**src/rtl/lvds_rx_deser.sv**
```systemverilog
// Purpose : LVDS receive deserialiser. Retimes the serial bit stream, hunts for
//           SYNC_WORD at any bit offset, then emits word-aligned parallel data.
// Latency : a bit sampled on D reaches the sr LSB on the 3rd CE edge. The word
//           containing it is presented on the next CE edge after that.
// Backpr. : none. The stream is paced only by CE, and VALID is a one-cycle pulse
//           with no ready handshake.
//
// Ports:
//   CLK     rising-edge clock
//   RST_N   asynchronous active-low reset
//   CE      bit strobe; datapath, counters and word emission advance only when high
//   D       serial data from the LVDS input buffer (MSB of each word first)
//   RESYNC  synchronous drop-lock / re-hunt request, honoured on every CLK edge
//   DATA    last aligned word, earliest-received bit in the MSB
//   VALID   one-cycle pulse when DATA carries a new aligned word
//   IS_SYNC qualifies VALID: the emitted word equals SYNC_WORD
//   LOCKED  high while word alignment is held
//   LOST    one-cycle pulse when lock is dropped because of too many misses

module lvds_rx_deser #(
  parameter int               WIDTH     = 8,
  parameter logic [WIDTH-1:0] SYNC_WORD = 8'hA5,
  parameter int               MAX_MISS  = 4
) (
  input  logic             CLK,
  input  logic             RST_N,
  input  logic             CE,
  input  logic             D,
  input  logic             RESYNC,
  output logic [WIDTH-1:0] DATA,
  output logic             VALID,
  output logic             IS_SYNC,
  output logic             LOCKED,
  output logic             LOST
);

  localparam int CNT_W = (WIDTH > 1) ? $clog2(WIDTH) : 1;
  localparam logic [CNT_W-1:0] LAST_BIT = CNT_W'(WIDTH - 1);

  // With loss detection disabled the miss counter still counts. It then
  // saturates at its full 8-bit range instead of at MAX_MISS.
  localparam logic [7:0] MISS_SAT = (MAX_MISS == 0) ? 8'hFF : 8'(MAX_MISS);

  typedef enum logic {
    ST_HUNT   = 1'b0,
    ST_LOCKED = 1'b1
  } state_t;

  // ---------------------------------------------------------------------------
  // Retiming and shift register
  // ---------------------------------------------------------------------------
  logic             s1_q;
  logic             s2_q;
  logic [WIDTH-1:0] sr_q;

  always_ff @(posedge CLK or negedge RST_N) begin
    if (!RST_N) begin
      s1_q <= 1'b0;
      s2_q <= 1'b0;
      sr_q <= '0;
    end else if (CE) begin
      s1_q <= D;
      s2_q <= s1_q;
      sr_q <= {sr_q[WIDTH-2:0], s2_q};
    end
  end

  // ---------------------------------------------------------------------------
  // Alignment FSM
  // ---------------------------------------------------------------------------
  state_t           state_q;
  state_t           state_d;
  logic [CNT_W-1:0] bit_cnt_q;
  logic [CNT_W-1:0] bit_cnt_d;
  logic [7:0]       miss_q;
  logic [7:0]       miss_d;
  logic [7:0]       miss_inc;
  logic             sync_hit;
  logic             emit;
  logic             emit_sync;
  logic             lost_d;

  // sr is compared once per CE edge. Each window is inspected exactly once,
  // on the CE edge after the one that completed it.
  assign sync_hit = (sr_q == SYNC_WORD);
  assign miss_inc = (miss_q == MISS_SAT) ? miss_q : miss_q + 8'd1;

  always_comb begin
    state_d   = state_q;
    bit_cnt_d = bit_cnt_q;
    miss_d    = miss_q;
    emit      = 1'b0;
    emit_sync = 1'b0;
    lost_d    = 1'b0;

    if (RESYNC) begin
      // Overrides any match or boundary on this edge, with or without CE.
      state_d   = ST_HUNT;
      bit_cnt_d = '0;
      miss_d    = '0;
    end else if (CE) begin
      unique case (state_q)
        ST_HUNT: begin
          if (sync_hit) begin
            // The counter restarts here, so it reads LAST_BIT exactly WIDTH
            // CE edges later. That is when the next full aligned word sits in sr.
            state_d   = ST_LOCKED;
            bit_cnt_d = '0;
            miss_d    = '0;
            emit      = 1'b1;
            emit_sync = 1'b1;
          end
        end
        ST_LOCKED: begin
          if (bit_cnt_q == LAST_BIT) begin
            bit_cnt_d = '0;
            emit      = 1'b1;
            if (sync_hit) begin
              emit_sync = 1'b1;
              miss_d    = '0;
            end else begin
              miss_d = miss_inc;
              if ((MAX_MISS != 0) && (miss_inc == MISS_SAT)) begin
                lost_d  = 1'b1;
                state_d = ST_HUNT;
              end
            end
          end else begin
            // Sync patterns that appear off the aligned boundary are ignored.
            bit_cnt_d = bit_cnt_q + CNT_W'(1);
          end
        end
        default: state_d = ST_HUNT;
      endcase
    end
  end

  always_ff @(posedge CLK or negedge RST_N) begin
    if (!RST_N) begin
      state_q   <= ST_HUNT;
      bit_cnt_q <= '0;
      miss_q    <= '0;
    end else begin
      state_q   <= state_d;
      bit_cnt_q <= bit_cnt_d;
      miss_q    <= miss_d;
    end
  end

  // ---------------------------------------------------------------------------
  // Output registers. The pulses are rewritten on every CLK edge, so they
  // cannot stay high across a cycle without a CE update.
  // ---------------------------------------------------------------------------
  logic [WIDTH-1:0] data_q;
  logic             valid_q;
  logic             is_sync_q;
  logic             lost_q;

  always_ff @(posedge CLK or negedge RST_N) begin
    if (!RST_N) begin
      data_q    <= '0;
      valid_q   <= 1'b0;
      is_sync_q <= 1'b0;
      lost_q    <= 1'b0;
    end else begin
      valid_q   <= emit;
      is_sync_q <= emit_sync;
      lost_q    <= lost_d;
      if (emit) begin
        data_q <= sr_q;
      end
    end
  end

  assign DATA    = data_q;
  assign VALID   = valid_q;
  assign IS_SYNC = is_sync_q;
  assign LOST    = lost_q;
  assign LOCKED  = (state_q == ST_LOCKED);

endmodule

```
**config.mk**
```make
export PLATFORM = sky130hd
export DESIGN_NAME = lvds_rx_deser
export DESIGN_NICKNAME = d
export VERILOG_FILES = /design/src/rtl/lvds_rx_deser.sv
export SDC_FILE = /design/constraint.sdc
export NUM_CORES = 1
export LEC_CHECK = 0
export ABC_AREA = 1
export CAP_MARGIN = 20
export CORE_AREA = 3 3 63 65
export CTS_BUF_LIST = sky130_fd_sc_hd__clkbuf_2
export CTS_CLUSTER_SIZE = 14
export DETAILED_ROUTE_END_ITERATION = 10
export DIE_AREA = 0 0 66 68
export PLACE_DENSITY = 0.74
export SYNTH_ARGS = -nofsm -noshare
export SYNTH_HDL_FRONTEND = slang
export SYNTH_SLANG_ARGS = --single-unit
export TNS_END_PERCENT = 10
```
**constraint.sdc**
```tcl
create_clock -name CLK -period 2.95 [get_ports CLK]
set_input_delay 0.295 -clock CLK [delete_from_list [all_inputs] [get_ports CLK]]
set_output_delay 0.295 -clock CLK [all_outputs]
set_load 0.01 [all_outputs]
```
# Word level (Yosys, flattened, before mapping)
# Cells that the tools add are included.
# W data, S select, Z words.
dict set report word_totals {
  ff_bits 33
  latch_bits 0
  ram_bits 0
  romBits 0
  out_inout_bits 12
  word_cells 55
  memories 0
}
dict set report classes {
  n_addsub 2
  mul 0
  div 0
  magnitude_cmp 0
  eq_ne 6
  n_shift 0
  n_mux 33
  n_bitwise 1
  n_reduce_logical 3
}
# cell n
set op_table {}
lappend op_table {{$mux W8} 6}
lappend op_table {{$mux W1} 18}
lappend op_table {{$eq A8 B3 Y1 const B} 2}
lappend op_table {{$pmux W8 S2} 1}
lappend op_table {{$mux W3} 4}
lappend op_table {{$add A8 B1 Y8 const B} 1}
lappend op_table {{$eq A8 B8 Y1 const B} 1}
lappend op_table {{$pmux W1 S2} 3}
lappend op_table {{$pmux W3 S2} 1}
lappend op_table {{$add A3 B1 Y3 const B} 1}
lappend op_table {{$eq A3 B3 Y1 const B} 1}
lappend op_table {{$ne A3 B2 Y1 const B} 1}
lappend op_table {{$ne A3 B3 Y1 const B} 1}
lappend op_table {{$reduce_and A3 Y1} 1}
lappend op_table {{$reduce_and A2 Y1} 1}
lappend op_table {{$reduce_bool A2 Y1} 1}
lappend op_table {{$not A1 Y1} 1}

# Logic depth before layout (Yosys ltp)
# Gate-level depths: netlist (run 1).
dict set report depth {
  word_depth 9
  ltp_mapped 12
  mapped_depth_nobuf 12
}

# Worst setup path after synthesis (run 1)
# Ideal clock, no wire load.
dict set report synth_timing {
  path_kind {register to register}
  from {register miss_q[0]}
  to {register state_q, in the netlist LOCKED}
  setup_time_ps 116
  arrival_ps 1305
  t_required_ps 2834
  path_slack_ps 1528
  stages_incl_launch_ff 12
  n_path_buf 0
  period_less_slack_ps 1422
  path_cell_list {dfrtp_1 inv_1 ha_1 nand2_1 nor2_2 nand2_2 nand2_2 nand4_1 nor2_2 nand2_1 nand2_1 nand2_1}
}
dict set report synth_via {
  elab_chain_cells 9
  elab_cells_between_ends 10
}
# item line_no
set synth_lines {}
lappend synth_lines {{from (decl)} 75} ;# logic [7:0] miss_q;
lappend synth_lines {{from (signal assigned)} 146} ;# miss_q <= miss_d;
lappend synth_lines {{$add A8 B1 Y8 / $eq A8 B3 Y1 (equally long branches)} 86} ;# assign miss_inc = (miss_q == MISS_SAT) ? miss_q : miss_q + 8'd1;
lappend synth_lines {{$mux W8 (*)} 86}
lappend synth_lines {{$eq A8 B3 Y1 (*)} 123} ;# if ((MAX_MISS != 0) && (miss_inc == MISS_SAT)) begin
lappend synth_lines {{$mux W1 (*)} 123}
lappend synth_lines {{$mux W1 (*)} 118} ;# if (sync_hit) begin
lappend synth_lines {{$mux W1 (*)} 115} ;# if (bit_cnt_q == LAST_BIT) begin
lappend synth_lines {{$pmux W1 S2 (*)} 102} ;# unique case (state_q)
lappend synth_lines {{$mux W1 (*)} 101} ;# end else if (CE) begin
lappend synth_lines {{$mux W1 (*)} 96} ;# if (RESYNC) begin
lappend synth_lines {{to (signal assigned)} 144} ;# state_q <= state_d;
lappend synth_lines {{to (decl)} 71} ;# state_t state_q;
# Every way passes the cells marked *; elsewhere a longest branch is shown, timed or not. The select of a mux whose other input is x is not followed.
# A chain may end at the register's enable or synchronous reset.

# Worst setup path in the final report (run 1)
dict set report layout_timing {
  from {register state_q, in the netlist LOCKED}
  to {output port LOCKED}
}
# item line_no
set layout_lines {}
lappend layout_lines {{to (decl)} 33} ;# output logic LOCKED,
# No word-level cell between the ends.

==> results of run 1 <==
## final cells by class
cell class                      count  area share
Sequential cell                    33       0.422
Inverter                           28      0.0537
Clock buffer                        6      0.0154
Tap cell                           46      0.0294
Multi-Input combinational cell    137       0.372
Timing Repair Buffer               18      0.0896
Clock inverter                      2      0.0173
## registers in the layout (all words and copies together), names as in the netlist
name       flops
LOST           1
IS_SYNC        1
VALID          1
sr_q           8
DATA           8
LOCKED         1
s2_q           1
s1_q           1
bit_cnt_q      3
miss_q         8
## layer usage
| metal | share of wire | wire length, um |
|---|---|---|
| met5 | 0 | 0 |
| met3 | 0.035 | 111 |
| met1 | 0.50 | 1580 |
| met4 | 0.022 | 70 |
| met2 | 0.45 | 1430 |
## cell usage in the layout (no fill, tap or decap)
cell type,instances
a21oi_1,2
a31oi_1,1
buf_4,2
bufinv_16,1
clkbuf_2,6
clkdlybuf4s50_1,16
clkinv_1,1
dfrtp_1,33
ha_1,4
inv_1,18
inv_2,10
nand2_1,50
nand2_2,6
nand2_4,2
nand3_1,7
nand3_2,3
nand3b_1,1
nand4_1,6
nor2_1,13
nor2_2,7
nor2_4,1
nor3_1,2
o21ai_0,10
o21ai_1,10
o22ai_1,9
xnor2_1,1
xor2_1,1
xor2_2,1
## where the power goes
part / switching, W / internal (W)
logic: 0.0000467 / 0.0000287
clock network: 0.000152 / 0.000145
registers: 0.0000150 / 0.000475
total: 0.000213 / 0.000649
## kinds of logic after synthesis
family | Yosys count
compound gates | 32
xor+xnor | 3
fa+ha+maj | 4
buf+inv | 33
flops | 33
simple gates | 98
## stage by stage
step           instances  instance area [um^2]  setup WS (ns)  utilization
3_3_place_gp         262                  1890           1.27        0.558
2_1_floorplan        203                  1690           1.53            -
3_5_place_dp         262                  1890           1.24        0.558
6_report             270                  1960           1.25        0.577
4_1_cts              270                  1960           1.24        0.577
5_1_grt              270                  1960           1.15        0.577
## path summary, 6_finish.rpt
kind / start / endpoint / slack (ns)
max: LOCKED / LOCKED / 1.25
min: RST_N / sr_q[3] / 0.29
max reg2reg: miss_q[0] / LOCKED / 1.32
min reg2reg: s2_q / sr_q[0] / 0.51
max in group asynchronous: RST_N / s2_q / 2.37
min in group CLK: D / s1_q / 0.47
==> key figures, run 1 <==
Synth
  – Compound-Gate Fraction of Synth Area: 0.102
  – Asr flop ratio synth: 1.00
  – Syn_nets: 212
  – Cell taking the most area after synthesis: dfrtp_1
  – Synth top area cells: dfrtp_1 (49%), nand2_1 (11%), inv_1 (4.0%)
  – Post-synth EDFFs: 0
  – Adder-Cell Fraction of Synth Area: 0.0295
  – Post-synthesis cell count: 203
  – Top cell type's share of synthesized area: 0.487
  – Count leader, synth: nand2_1
  – Netlist Area Pre-Place: approximately 0.0017 mm^2
  – Synth top cells by count: nand2_1 (50), dfrtp_1 (33), inv_1 (18), nor2_1 (13)
  – Synth warnings: 0
  – Largest family of logic cells by synthesized area: simple AND/OR/NAND/NOR gates
  – Synth Area in Simple Gates: 0.278
  – Register area share after synthesis: 0.487
  – Post-synthesis mux area share: 0
  – Top_reg_cell synth: dfrtp_1
  – Syn_area_per_cell: around 8.3 um^2
  – Distinct cells, synth: 27
  – Synth Area in XOR/XNOR: 0.0199
  – Flops & latches, synth: 33

Clock network
  – TritonCTS clock tree: built
  – Worst-Skew Late Latency: 0.38 ns
  – Worst-path clk slew: about 0.17 ns
  – Post_cts resized: 0
  – Hold buffers post-CTS: 0
  – H-tree levels: 2
  – Clock sinks: 33
  – Number of buffers on the longest clock path: 2
  – Cts bufs inserted: 5
  – Post-CTS Setup Inserts: 0
  – Clock root buffer master: clkbuf_2

Setup path
  – Worst Path Arrival: 1.40 ns
  – Worst r2r path cells: 9
  – Crit path depth: 1
  – Slowest-stage cell, CP: clkdlybuf4s50_1
  – Crit start category: flip-flop
  – Crit. End Element: output pin
  – WS Path Type: flip-flop to output pin
  – Worst path cell trace: clkdlybuf4s50_1
  – CP required: 2.65 ns
  – Worst path bufs/invs: 1
  – Critical Path Max Stage Delay: approximately 0.57 ns
  – Worst Path Max Fanout: 5
  – Crit-path leading delay family: buffers and inverters

STA
  – Tmin final: 1.70 ns
  – RSZ-0062 raised after global routing: no
  – Setup Skew: 0.0105 ns
  – WHS: roughly 0.29 ns
  – Slew Viols, Final: 0
  – Crit share post-route: 0.575
  – Relative slew slack: 0.731
  – Setup TNS Final: 0 ns
  – Hold Fails Final Rpt: 0
  – Slew of the pin with the lowest slew margin: ~0.40 ns
  – Peak Freq: 589 MHz
  – Final setup fails: 0

Placement
  – Gpl congestion: roughly 0.86
  – Port Buffers: 16
  – DP HPWL: roughly 2300 um

Floorplan
  – Die width: 66 um
  – Core ar.: 0.00339 mm^2
  – DIE AREA: around 0.0045 mm^2
  – Chip Height: 68 um
  – I/O pin count: 17
  – Initial Utilization: 0.500
  – FP Rows: 21

GRT
  – First-pass GRT wire length: between 5000 and 6000 um
  – Total track usage: 0.162
  – Vias in the first global route: 1251
  – Met2 Use GR: 0.259
  – Met1 Usage GRT: 0.209
  – Top Usage Layer GRT: met2
  – Initial antenna violation count: 0
  – Grt ovf: 0
  – Pin count of the biggest net entering global routing: 34
  – M3 GR Usage: 0.0361

Drt
  – Routed WL per cell: 11.8 um
  – DR DRC count: 0
  – Via density: 5.02
  – Detail Route Antenna Nets: 0
  – DR iter-0 viols: 41
  – Routed via count: 1356
  – Post-Route WL: 3190 um
  – First-pass DRT Iterations: 5

Job
  – Maxcap violations: 0

Cells and area
  – Syn-to-layout area delta: 15.4%
  – N_diodes: 0
  – Nets@finish: approximately 230
  – Area taken by flip-flops and latches: 826 um^2
  – Fill count: 300
  – Area taken by multi-input logic gates: 728 um^2
  – Share of layout cells above drive strength 1: 0.174

Power
  – Leak pwr: roughly 0.92 nW
  – Total Power: 0.000862 W
  – Peak supply drop: 0.000401 V
  – Power density over the cells: 441 mW/mm^2

Outcome
  – Status: completed

Worst hold path
  – Hold Crit Class: input pin to async pin
Power figures use the tool's default switching activity.
==> inputs of run 2 (changes only) <==
- clock period: 2.95 -> 1.6 ns (I/O delays scaled with it)
==> key figures, run 2 (same netlist as run 1, synthesis figures left out) <==
Outcome
  – Status: completed (unchanged)

Floorplan
  – DIE AREA: 0.00449 mm^2 (unchanged)
  – Chip Height: 68 um (unchanged)
  – FP Rows: 21 (unchanged)
  – Core ar.: 0.00339 mm^2 (unchanged)
  – Initial Utilization: 0.500 (unchanged)
  – Die width: 66 um (unchanged)
  – I/O pin count: 17 (unchanged)

Setup path
  – Crit. End Element: output pin (unchanged)
  – Worst path cell trace: clkdlybuf4s50_1 (unchanged)
  – Slowest-stage cell, CP: clkdlybuf4s50_1 (unchanged)
  – Critical Path Max Stage Delay: 0.57 ns (about the same)
  – Crit start category: flip-flop (unchanged)
  – Worst path bufs/invs: 1 (unchanged)
  – CP required: 1.44 ns (was 2.65 ns)
  – Crit-path leading delay family: buffers and inverters (unchanged)
  – Worst Path Max Fanout: 5 (unchanged)
  – Worst Path Arrival: 1.42 ns (was 1.40 ns)
  – WS Path Type: flip-flop to output pin (unchanged)

Cells and area
  – Syn-to-layout area delta: 18.1% (was 15.4%)
  – Share of layout cells above drive strength 1: 0.222 (was 0.174)
  – Most frequent cells in the layout: nand2_1 (48), dfrtp_1 (32), inv_1 (18) (was nand2_1 (50), dfrtp_1 (33), inv_1 (18))
  – Final instance area: 0.00200 mm^2 (was 0.00196 mm^2)
  – Nets@finish: 238 (was 232)
  – N_diodes: 0 (unchanged)
  – Most common cell after layout, fill and taps aside: nand2_1 (unchanged)
  – Fill count: 302 (was 300)
  – Fin util: 0.590 (was 0.577)

STA
  – Relative slew slack: 0.721 (was 0.731)
  – Crit share post-route: 0.988
  – Peak Freq: 632 MHz
  – Final setup fails: 0 (unchanged)
  – Setup Skew: 0.0239 ns (was 0.0105 ns)
  – Tmin final: 1.58 ns
  – RSZ-0062 raised after global routing: yes (was no)
  – Hold Fails Final Rpt: 0 (unchanged)
  – Slew Viols, Final: 0 (unchanged)
  – Slew of the pin with the lowest slew margin: 0.419 ns (was 0.403 ns)

Job
  – Maxcap violations: 0 (unchanged)

Placement
  – Post-placement cell area: 0.00194 mm^2 (was 0.00189 mm^2)
  – Port Buffers: 16 (unchanged)
  – DP HPWL: 2320 um (about the same)
  – Gpl congestion: 0.861 (about the same)

GRT
  – Grt ovf: 0 (unchanged)
  – First-pass GRT wire length: 5580 um (was 5510 um)
  – Total track usage: 0.164 (was 0.162)
  – Pin count of the biggest net entering global routing: 34 (unchanged)
  – Vias in the first global route: 1252 (was 1251)
  – Initial antenna violation count: 0 (unchanged)

Power
  – Pint: 0.00104 W (was 0.000649 W)
  – Peak supply drop: 0.000441 V (was 0.000401 V)
  – Share of total power in the clock network: 0.269 (was 0.344)
  – Power density over the cells: 719 mW/mm^2 (was 441 mW/mm^2)
  – Sw Share: 0.279 (was 0.247)
  – P_sw: 0.000401 W (was 0.000213 W)
  – Gate power share: 0.103 (was 0.088)
  – Leak pwr: 0.946 nW (was 0.922 nW)
  – Reg power frac: 0.628 (was 0.569)

Drt
  – Detail Route Antenna Nets: 0 (unchanged)
  – WL met2: 1400 um (was 1430 um)
  – Routed WL per cell: 11.6 um (was 11.8 um)
  – DR DRC count: 0 (unchanged)
  – Top Metal Used: met4 (unchanged)
  – DR iter-0 viols: 68 (was 41)
  – First-pass DRT Iterations: 5 (unchanged)
  – Post-Route WL: 3200 um (was 3190 um)
  – Via density: 4.95 (was 5.02)
  – Met3 routed WL: 96 um (was 111 um)
  – Routed via count: 1365 (was 1356)
  – DRT met1 WL: 1650 um (was 1580 um)

Clock network
  – Hold buffers post-CTS: 0 (unchanged)
  – H-tree levels: 2 (unchanged)
  – Clock sinks: 33 (unchanged)
  – Number of buffers on the longest clock path: 2 (unchanged)
  – TritonCTS clock tree: built (unchanged)
  – Worst-Skew Late Latency: 0.37 ns (was 0.38 ns)
  – Cts bufs inserted: 5 (unchanged)
  – Post_cts resized: 0 (unchanged)
  – Post-CTS Setup Inserts: 0 (unchanged)
  – Worst-path clk slew: 0.19 ns (was 0.17 ns)
  – Clock root buffer master: clkbuf_2 (unchanged)

Worst hold path
  – Hold Crit Class: input pin to async pin (unchanged)
run 2: cell types whose count changed in the layout (fill, tap and decap cells not counted), moves of 2 or more:
cell      previous run  this run
clkinv_2             0         2
ha_1                 4         2
ha_2                 0         2
buf_4                2         8
nand2_1             50        48
run 2: cell type report:
| cell class | instances | area [um^2] | share of cell area |
|---|---|---|---|
| tap | 46 | 57.6 | 0.0288 |
| clock buffer | 5 | 25.0 | 0.0125 |
| inverter | 28 | 105 | 0.0525 |
| clock inverter | 3 | 17.5 | 0.00876 |
| sequential | 33 | 827 | 0.413 |
| timing repair buffer | 24 | 220 | 0.110 |
| multi-input combinational | 137 | 748 | 0.374 |
run 2: final timing paths:
| check | cells after the start | end | startpoint | slack [ns] |
|---|---|---|---|---|
| max in group asynchronous | 2 | miss_q[2] | RST_N | 1.11 |
| max reg2reg | 11 | LOCKED | miss_q[0] | 0.07 |
| min in group CLK | 3 | s1_q | D | 0.31 |
| max | 1 | LOCKED | LOCKED | 0.02 |
| min | 2 | sr_q[0] | RST_N | 0.15 |
| min reg2reg | 2 | DATA[6] | DATA[6] | 0.51 |
run 2: stage by stage:
step / hold slack, ns / setup slack (ns) / setup TNS, ns / total power (W) / cells
2_1_floorplan: -0.136 / 0.178 / 0 / 0.000996 / 203
3_3_place_gp: 0.464 / 0.0754 / 0 / 0.00106 / 268
3_5_place_dp: 0.481 / 0.0511 / 0 / 0.00107 / 268
4_1_cts: 0.156 / 0.00725 / 0 / 0.00145 / 276
5_1_grt: 0.173 / -0.0631 / -0.123 / 0.00152 / 276
6_report: 0.150 / 0.0187 / 0 / 0.00144 / 276
run 2: power groups by stage:
stage | registers [W] | logic, W | clock network [W]
finish | 0.000903 | 0.000148 | 0.000387
global route | 0.000911 | 0.000171 | 0.000441
CTS | 0.000903 | 0.000150 | 0.000402
detailed placement | 0.000919 | 0.000149 | 0
global placement | 0.000918 | 0.000147 | 0
floorplan | 0.000918 | 0.0000785 | 0
run 2: per-layer routing:
metal  global-route usage  up-vias
met3               0.0328        6
met4               0.0838        0
met5                    0        -
met1                0.233      621
met2                0.239       25
li1                     -      713
==> inputs of run 3 (changes only) <==
- CORE_AREA: 3 3 63 65 -> 2 2 51 77
- DIE_AREA: 0 0 66 68 -> 0 0 53 79
==> key figures, run 3 (same netlist as run 1, synthesis figures left out) <==
Setup path
  – Crit. End Element: flip-flop (was output pin)
  – Worst Setup SP: miss_q[1] (was LOCKED)
  – WS Path Type: flip-flop to flip-flop (was flip-flop to output pin)
  – RR Startpoint: miss_q[1] (was miss_q[0])
  – Crit start category: flip-flop (unchanged)
  – CP required: 1.90 ns (was 1.44 ns)
  – Worst Path Arrival: 1.86 ns (was 1.42 ns)
  – Worst Path Max Fanout: 3 (was 5)

Cells and area
  – Most common cell after layout, fill and taps aside: nand2_1 (unchanged)
  – Share of layout cells above drive strength 1: 0.250 (was 0.222)
  – Non-filler instance count after layout: 275 (was 276)
  – Syn-to-layout area delta: 22.0% (was 18.1%)
  – Most frequent cells in the layout: nand2_1 (47), dfrtp_1 (32), inv_1 (16) (was nand2_1 (48), dfrtp_1 (32), inv_1 (18))
  – Nets@finish: 241 (was 238)
  – N_diodes: 0 (unchanged)

Power
  – Peak supply drop: 0.000609 V (was 0.000441 V)
  – Power density over the cells: 687 mW/mm^2 (was 719 mW/mm^2)
  – Leak pwr: 0.965 nW (was 0.946 nW)

Clock network
  – Worst-path clk slew: 0.16 ns (was 0.19 ns)
  – Number of buffers on the longest clock path: 2 (unchanged)
  – Hold buffers post-CTS: 0 (unchanged)
  – TritonCTS clock tree: built (unchanged)
  – Clock sinks: 33 (unchanged)
  – Clock root buffer master: clkbuf_2 (unchanged)
  – Worst-Skew Late Latency: 0.38 ns (was 0.37 ns)
  – H-tree levels: 2 (unchanged)
  – Cts bufs inserted: 5 (unchanged)

Drt
  – DR iter-0 viols: 13 (was 68)
  – Routed via count: 1390 (was 1365)
  – WL met2: 1970 um (was 1400 um)
  – First-pass DRT Iterations: 4 (was 5)
  – Routed WL per cell: 12.6 um (was 11.6 um)
  – Via density: 5.05 (was 4.95)
  – Met3 routed WL: 86 um (was 96 um)
  – DR DRC count: 0 (unchanged)
  – Top Metal Used: met4 (unchanged)
  – Post-Route WL: 3480 um (was 3200 um)
  – DRT met1 WL: 1350 um (was 1650 um)
  – Detail Route Antenna Nets: 0 (unchanged)

Floorplan
  – Chip Height: 79 um (was 68 um)
  – FP Rows: 27 (was 21)
  – Die width: 53 um (was 66 um)
  – DIE AREA: 0.00419 mm^2 (was 0.00449 mm^2)
  – Initial Utilization: 0.478 (was 0.500)
  – Core ar.: 0.00355 mm^2 (was 0.00339 mm^2)
  – I/O pin count: 17 (unchanged)

STA
  – RSZ-0062 raised after global routing: yes (unchanged)
  – Slew Viols, Final: 0 (unchanged)
  – Slew of the pin with the lowest slew margin: 0.408 ns (was 0.419 ns)
  – Setup TNS Final: 0 ns (unchanged)
  – Relative slew slack: 0.728 (was 0.721)
  – Hold Fails Final Rpt: 0 (unchanged)
  – Setup Skew: 0.0105 ns (was 0.0239 ns)
  – Final setup fails: 0 (unchanged)
  – Tmin final: 1.56 ns (was 1.58 ns)
  – WHS: 0.148 ns (was 0.150 ns)
  – Peak Freq: 641 MHz (was 632 MHz)
  – Crit share post-route: 0.975 (was 0.988)
  – Setup WS post-layout: 0.0402 ns (was 0.0187 ns)

Placement
  – Port Buffers: 16 (unchanged)
  – DP HPWL: 2550 um (was 2320 um)
  – Gpl congestion: 0.782 (was 0.861)
  – Dpl cells: 265 (was 268)
  – Dpl ws: 0.00383 ns (was 0.0511 ns)

Job
  – Maxcap violations: 0 (unchanged)

Worst hold path
  – Hold Crit Class: input pin to async pin (unchanged)

GRT
  – Grt ovf: 0 (unchanged)
  – Pin count of the biggest net entering global routing: 34 (unchanged)
  – Total track usage: 0.198 (was 0.164)
  – First-pass GRT wire length: 6020 um (was 5580 um)
  – Vias in the first global route: 1367 (was 1252)
  – Initial antenna violation count: 0 (unchanged)

Outcome
  – Status: completed (unchanged)
-- run 3: cell count changes in the layout (fill, tap and decap cells not counted), sizes merged --
cell / change
clkbuf: +1
clkdlybuf4s50: -1
buf: +3
clkinvlp: -1
clkinv: -1
dlygate4sd2: +1
-- run 3: repair_timing --
item                                    4_1_cts  5_1_grt
endpoints found under the setup margin        8       19
buffers inserted                              1        2
pin swaps                                     0        5
resized for setup                             2       18
-- run 3: area by class of cell --
| class | instances | area, um^2 |
|---|---|---|
| Fill cell | 329 | 1480 |
| Sequential cell | 33 | 827 |
| Multi-Input combinational cell | 137 | 806 |
| Timing Repair Buffer | 27 | 241 |
| Inverter | 28 | 105 |
| Tap cell | 43 | 53.8 |
| Clock buffer | 6 | 30.0 |
| Clock inverter | 1 | 3.75 |
-- run 3: layer usage --
layer,vias to the layer above,track usage
li1,714,-
met5,-,0
met4,0,0.0846
met2,17,0.341
met1,654,0.228
met3,5,0.0451
-- run 3: worst max-delay path, stage by stage, from the launching register on --
cell	delay (ns)
dfrtp_1	0.46
inv_2	0.10
ha_4	0.16
nand2_2	0.08
nor2_4	0.14
nand3_2	0.08
nand2_2	0.09
nand3_2	0.07
nor2_2	0.10
nand2_1	0.05
nand2_1	0.08
nand2_1	0.06
-- run 3: path summary, 6_finish.rpt --
path,to,slack (ns),cells past startpoint
worst max-delay path,LOCKED,0.04,11
worst min-delay path,VALID,0.15,2
worst max register to register,LOCKED,0.04,11
worst min register to register,DATA[5],0.51,2
max in group asynchronous,miss_q[2],1.14,2
min in group CLK,s1_q,0.33,3
-- run 3: through the flow --
step	util	total power [W]	cell area, um^2
final	0.583	0.00142	2070
after global routing	0.583	0.00150	2070
after CTS	0.557	0.00143	1980
after detailed placement	0.545	0.00106	1930
after global placement	0.545	0.00106	1930
after floorplan	-	0.000996	1690
-- run 3: report_power, final --
part / switching, W / internal [W] / total (W)
logic: 0.0000894 / 0.0000554 / 0.000145
clock network: 0.000271 / 0.000102 / 0.000373
registers: 0.0000260 / 0.000877 / 0.000903
